**config.mk**
```make
export PLATFORM = sky130hd
export DESIGN_NAME = denorm_seq
export DESIGN_NICKNAME = d
export VERILOG_FILES = /design/src/rtl/denorm_seq_pkg.sv /design/src/rtl/denorm_step.sv /design/src/rtl/denorm_seq.sv
export SDC_FILE = /design/constraint.sdc
export NUM_CORES = 1
export LEC_CHECK = 0
export BUFFER_PORTS_ARGS = -buffer_cell sky130_fd_sc_hd__buf_2
export CAP_MARGIN = 20
export CORE_MARGIN = 5
export CORE_UTILIZATION = 30
export DETAILED_ROUTE_END_ITERATION = 7
export GPL_TIMING_DRIVEN = 0
export SETUP_SLACK_MARGIN = 0.3
export SLEW_MARGIN = 40
export SYNTH_ARGS = -nofsm -noshare
export SYNTH_HDL_FRONTEND = slang
export SYNTH_SLANG_ARGS = --single-unit
```
**constraint.sdc**
```tcl
create_clock -name MHz10 -period 3.4 [get_ports MHz10]
set_input_delay 0.85 -clock MHz10 [delete_from_list [all_inputs] [get_ports MHz10]]
set_output_delay 0.85 -clock MHz10 [all_outputs]
set_load 0.05 [all_outputs]
```
**src/rtl/denorm_seq_pkg.sv**
```systemverilog
// Shared types and defaults for the denormalizer: FSM state encoding,
// default widths and the iteration-counter width helper.
package denorm_seq_pkg;

    localparam int unsigned S_DEF = 8;
    localparam int unsigned W_DEF = 20;

    typedef enum logic [1:0] {
        IDLE,
        RUN,
        DONE
    } state_t;

    function automatic int unsigned cnt_w(input int unsigned s);
        return (s > 1) ? $clog2(s) : 1;
    endfunction

endpackage

```
**src/rtl/denorm_step.sv**
```systemverilog
// One shift-and-add multiplier iteration: conditionally add M to the partial
// product, then shift the {A,Q} pair right by one bit.
module denorm_step
    import denorm_seq_pkg::*;
#(
    parameter int unsigned S = S_DEF,
    parameter int unsigned W = W_DEF
) (
    input  logic [W:0]   a,
    input  logic [S-1:0] q,
    input  logic [W-1:0] m,
    output logic [W:0]   a_nx,
    output logic [S-1:0] q_nx
);

    logic [W:0]     sum;
    logic [W+S:0]   pair;

    always_comb begin
        sum  = a + (q[0] ? {1'b0, m} : '0);
        pair = {sum, q} >> 1;
        a_nx = pair[W+S:S];
        q_nx = pair[S-1:0];
    end

endmodule

```
**src/rtl/denorm_seq.sv**
```systemverilog
// Sequential denormalizer: count_dn = floor(val_nm * max / 2^S), computed with
// one shift-and-add iteration per enabled cycle behind a start/ready handshake.
module denorm_seq
    import denorm_seq_pkg::*;
#(
    parameter int unsigned S = S_DEF,
    parameter int unsigned W = W_DEF
) (
    input  logic         MHz10,
    input  logic         nrst,
    input  logic         en,
    input  logic         start,
    input  logic [S-1:0] val_nm,
    input  logic [W-1:0] max,
    output logic [W-1:0] count_dn,
    output logic         ready,
    output logic         busy
);

    localparam int unsigned   CW   = cnt_w(S);
    localparam logic [CW-1:0] LAST = CW'(S - 1);

    state_t        state, state_nx;
    logic [W:0]    a_r, a_nx;
    logic [S-1:0]  q_r, q_nx;
    logic [W-1:0]  m_r;
    logic [CW-1:0] cnt_r;
    logic          accept, adv, last;

    assign accept = en & start & (state == IDLE);
    assign adv    = en & (state == RUN);
    assign last   = (cnt_r == LAST);

    denorm_step #(.S(S), .W(W)) u_step (
        .a    (a_r),
        .q    (q_r),
        .m    (m_r),
        .a_nx (a_nx),
        .q_nx (q_nx)
    );

    always_ff @(posedge MHz10 or negedge nrst) begin
        if (!nrst) state <= IDLE;
        else       state <= state_nx;
    end

    always_comb begin
        state_nx = state;
        case (state)
            IDLE:    if (en && start) state_nx = RUN;
            RUN:     if (en && last)  state_nx = DONE;
            DONE:    if (en)          state_nx = IDLE;
            default: state_nx = IDLE;
        endcase
    end

    always_comb begin
        ready = 1'b0;
        busy  = 1'b0;
        case (state)
            RUN:     busy = 1'b1;
            DONE: begin
                busy  = 1'b1;
                ready = en;
            end
            default: ;
        endcase
    end

    // The result register is loaded on the final RUN iteration so that it
    // already shows the new value in the cycle ready is asserted.
    always_ff @(posedge MHz10 or negedge nrst) begin
        if (!nrst) begin
            a_r      <= '0;
            q_r      <= '0;
            m_r      <= '0;
            cnt_r    <= '0;
            count_dn <= '0;
        end else if (accept) begin
            a_r   <= '0;
            q_r   <= val_nm;
            m_r   <= max;
            cnt_r <= '0;
        end else if (adv) begin
            a_r   <= a_nx;
            q_r   <= q_nx;
            cnt_r <= cnt_r + CW'(1);
            if (last) count_dn <= a_nx[W-1:0];
        end
    end

endmodule

```
# ---- Yosys cells after proc, flatten, opt, wreduce, memory -nomap -nowiden
# Index checks and enable logic that the tools add are counted.
dict set report totals {
  ff_bits 74
  in_bits 32
  out_inout_bits 22
}
dict set report classes {
  addsub 2
  n_eq_ne 6
  mux 13
  n_bitwise 4
  n_reduce_logical 7
}
# op n
set ops {}
lappend ops {{$mux W21} 2}
lappend ops {{$add A21 B21 Y21} 1}
lappend ops {{$mux W20} 1}
lappend ops {{$mux W8} 2}
lappend ops {{$mux W2} 3}
lappend ops {{$mux W3} 2}
lappend ops {{$pmux W2 S3} 1}
lappend ops {{$reduce_and A3 Y1} 2}
lappend ops {{$ne A2 B1 Y1 const B} 2}
lappend ops {{$add A3 B1 Y3 const B} 1}
lappend ops {{$and A1 B1 Y1} 3}
lappend ops {{$eq A3 B3 Y1 const B} 1}
lappend ops {{$eq A2 B1 Y1 const B} 1}
lappend ops {{$eq A2 B2 Y1 const B} 1}
lappend ops {{$logic_and A1 B1 Y1} 2}
lappend ops {{$logic_not A2 Y1} 1}
lappend ops {{$mux W1} 2}
lappend ops {{$ne A2 B2 Y1 const B} 1}
lappend ops {{$reduce_bool A2 Y1} 1}
lappend ops {{$reduce_or A2 Y1} 1}
lappend ops {{$not A1 Y1} 1}

# ---- Logic depth before layout (Yosys ltp)
dict set report depth {
  depth_word 4
  depth_mapped 10
  ltp_nobuf 9
}

# ---- Cells and area by module
# From an unflattened synthesis, not the netlist that was laid out.
dict set report hier_totals {
  cells_unflattened 422
  hier_area_um2 4325.4
}
# module n_inst cells_per_inst area_each_um2
set by_module_without_submodules {}
lappend by_module_without_submodules {denorm_seq 1 245 3103.0}
lappend by_module_without_submodules {denorm_step 1 177 1222.4}

# ---- Worst setup path after synthesis
# Ideal clock, no wire load.
dict set report synth_path {
  kind {flip-flop to flip-flop}
  startpoint {reg q_r[0]}
  endpoint {reg count_dn[13]}
  arrival_ns 2.659
  t_required_ns 3.275
  path_slack_ns 0.616
  stages_incl_launch_ff 11
  n_path_buf 1
  period_less_slack_ns 2.784
  cell_sequence {dfrtp_1 -> clkbuf_1 -> and2_1 -> ha_1 -> fa_1 -> a211oi_1 -> o31ai_1 -> a211oi_1 -> o21ai_2 -> xor2_1 -> mux2_2}
}
dict set report synth_via {
  elab_chain_len 2
}
# item line
set synth_rtl {}
lappend synth_rtl {{start, declared} denorm_seq.sv:25} ;# logic [S-1:0] q_r, q_nx;
lappend synth_rtl {{start signal, assigned} denorm_seq.sv:81} ;# q_r <= val_nm;
lappend synth_rtl {{start signal, assigned} denorm_seq.sv:86} ;# q_r <= q_nx;
lappend synth_rtl {{$mux W20} denorm_step.sv:20} ;# sum = a + (q[0] ? {1'b0, m} : '0);
lappend synth_rtl {{$add A21 B21 Y21} denorm_step.sv:20}
lappend synth_rtl {{end signal, assigned} denorm_seq.sv:88} ;# if (last) count_dn <= a_nx[W-1:0];
lappend synth_rtl {{end, declared} denorm_seq.sv:15} ;# output logic [W-1:0] count_dn,
# No other way between the ends.
# A chain may end at the register's enable or synchronous reset.

# ---- Final worst setup path
# Same ends and word-level chain as after synthesis.

==> flow_summary.ini <==
[routing]
finalWirelength_um = 10910
drc_errors = 0
viasPerCell = 4.982
vias = 3627
drt-wirelength-per-cell_um = 14.99
antenna_left = 0
drt_iter0_drc = 205
first_pass_iters = 5

[worst_setup_path]
cpPeakStageDelay_ns = 0.48
critPathSlowestCell = fa_1
cp_data_arrival_time_ns = 3.13
worstSetupStartpointType = flop
crit_chain = clkbuf_2 -> and2_1 -> ha_1 -> fa_1 -> a211oi_4 -> o31ai_1 -> a211oi_2 -> o21ai_2 -> xor2_1 -> mux2_2
timing.rr.start = q_r[0]
path_depth = 10
critPathCaptureType = flop
ff2ff_setup_slack_ns = 0.48
startpoint = q_r[0]
critPathBufInv = 1
path_class = reg -> reg
reg2reg_to = count_dn[13]
rr_worst_depth = 10
cp.required_ns = 3.61
cp_top_family = compound AO/OA/AOI/OAI gates
path_max_fanout = 10

[global_route]
grt_pass1_wl_um = 17930
grt_use_total_pct = 13.69
first_global_vias = 3599
grt_max_degree = 39
grt-ovfl-total = 0
grt_util_met1_pct = 18.15
antenna_found_initial = 0
use_met2_pct = 22.30
grt.met3_usage_pct = 2.375
grt.busiest_layer = met2

[clock_network]
clock_latency_ns = 0.34
cts.sinks = 73
tritoncts = yes
clk_path_buf_depth = 2
root_buffer = clkbuf_16
h-tree-depth = 3
cts_buffers = 9
clk_pin_slew_worst_paths_ns = 0.06
holdBufCountCts = 0

[timing]
hold_viol = 0
drv_slew = 0
period_share_pct = 85.94
finalClockSkew_ns = 0.01120
tightestPinTransition_ns = 0.6142
period_minus_slack_ns = 2.922
rsz0062_at_grt = no
setup-tns-final_ns = 0
setup_violations = 0
maxSlewHeadroom_pct = 59.05
max_freq_mhz = 342.2

[placed_design]
port_buffers = 52
placed_cells_incl_taps = 712
hpwl_um = 8426
gp_congestion = 0.9124

[power]
vdd_drop_max_v = 0.0002903
powerDensity_nw_per_um2 = 843.8
leakagePower_uw = 0.002478

[die]
die-area_um2 = 16400
core_region_area_um2 = 13770
ioPinCount = 54
start_util_pct = 30.35
die_width_um = 128.0
die_h_um = 128.0
rows = 43

[flow_run]
maxCapViolCount = 0

[logic_synthesis]
syn_inst = 479
synth_top_cell_by_area = dfrtp_1
ys_ff_latch = 73
seq_area_frac_synth_pct = 43.70
yosysTopAreaCellShare_pct = 43.70
syn_nets = 539
synth_area_per_cell_um2 = 8.727
yosys_warnings = 0
synth_cell_type_count = 48
synth_area_leaders = dfrtp_1, nand2_1, ha_1, and2_1, o21ai_0
netlist_area_um2 = 4180

[final_layout]
stdcell_count = 728
drive_gt1_share_pct = 16.24
nNetsFinal = 604
area_growth_pct = 19.96
fill_cells = 1448
antenna_cells = 0
fin_util_pct = 36.41

[hold_path]
hold_class = in -> async

[outcome]
status = finished clean
[synth_stat cells, drive strengths merged]
master and instances:
a2111oi 2, a211o 1, a211oi 7, a21boi 1, a21o 5, a21oi 23, a222oi 1, a22o 4
a22oi 5, a31o 1, a31oi 9, a41oi 2, and2 23, and3 6, buf 5, clkbuf 20
dfrtp 73, fa 1, ha 27, inv 7, mux2 5, mux2i 2, nand2 126, nand2b 3
nand3 15, nand4 7, nor2 25, nor3 9, o211ai 1, o21a 5, o21ai 29, o21bai 2
o221ai 2, o22ai 2, o311a 1, o311ai 1, o31ai 3, or2 1, or3 2, xnor2 8
xor2 7
[cell families (layout without fill, tap and decap cells)]
logic type / after synthesis / in the layout / share of synthesized area, %
buffers and inverters: 32 / 101 / 3.023
DFF: 73 / 73 / 43.70
adders and majority gates: 28 / 28 / 8.560
and+or+nand+nor: 217 / 217 / 22.81
xor gates and xnor gates: 15 / 15 / 3.143
muxes: 7 / 7 / 1.826
AOI/OAI and AO/OA: 107 / 107 / 16.94
[sequential cells by signal (all words and copies together), names as in the netlist]
register and count:
a_r 20, count_dn 20, m_r 20, q_r 8, cnt_r 3, state 2
[routing by layer]
metal	wire length (µm)	part of all wire [%]
met3	420	3.8
met1	5090	47
met2	5216	48
met4	184	1.7
met5	0	0
[where the power goes]
group	switching [µW]	internal, µW
sequential	175	1170
clock	363	582
combinational	1240	701
[worst max path at each step]
stage	endpoint	slack, ns
finish	count_dn[13]	0.48
global placement	count_dn[13]	0.11
CTS	count_dn[13]	0.32
detailed placement	count_dn[13]	0.07
global route	count_dn[13]	0.30
floorplan	count_dn[13]	0.62
[layout make-up]
type                    instances  area (µm²)  share of cell area [%]
inverters                       7       26.28                  0.5240
clock inverters                 5       56.30                   1.123
multi-input cells             374        2245                   44.76
well taps                     180       225.2                   4.491
clock buffers                  10       239.0                   4.765
plain buffers                  25       102.6                   2.046
repair buffers                 54       294.0                   5.863
flip-flops and latches         73        1827                   36.43
[per-stage QoR]
stage / hold WS (ns) / setup slack (ns) / power, µW / instance area, µm²
floorplan: 0.4380 / 0.6164 / 2770 / 4180
global placement: 0.4563 / 0.1065 / 3206 / 4666
detailed placement: 0.4545 / 0.07404 / 3273 / 4692
CTS: 0.4124 / 0.3228 / 4239 / 4997
global route: 0.4317 / 0.3019 / 4560 / 5015
finish: 0.4040 / 0.4779 / 4232 / 5015
[cells in the final DEF (no fill, tap or decap), drive strengths merged, types with 15 or more instances in the layout]
master	instances
o21ai	29
ha	27
and2	23
nand3	15
dfrtp	73
nor2	25
clkbuf	30
a21oi	23
buf	59
nand2	126
[repair_timing]
action                     CTS  global route
setup endpoints to repair    4             7
pin swaps                    1             1
resized for setup            2             5
hold endpoints to repair     0             0
setup buffers                0             1
(Power assumes the default switching activity.)
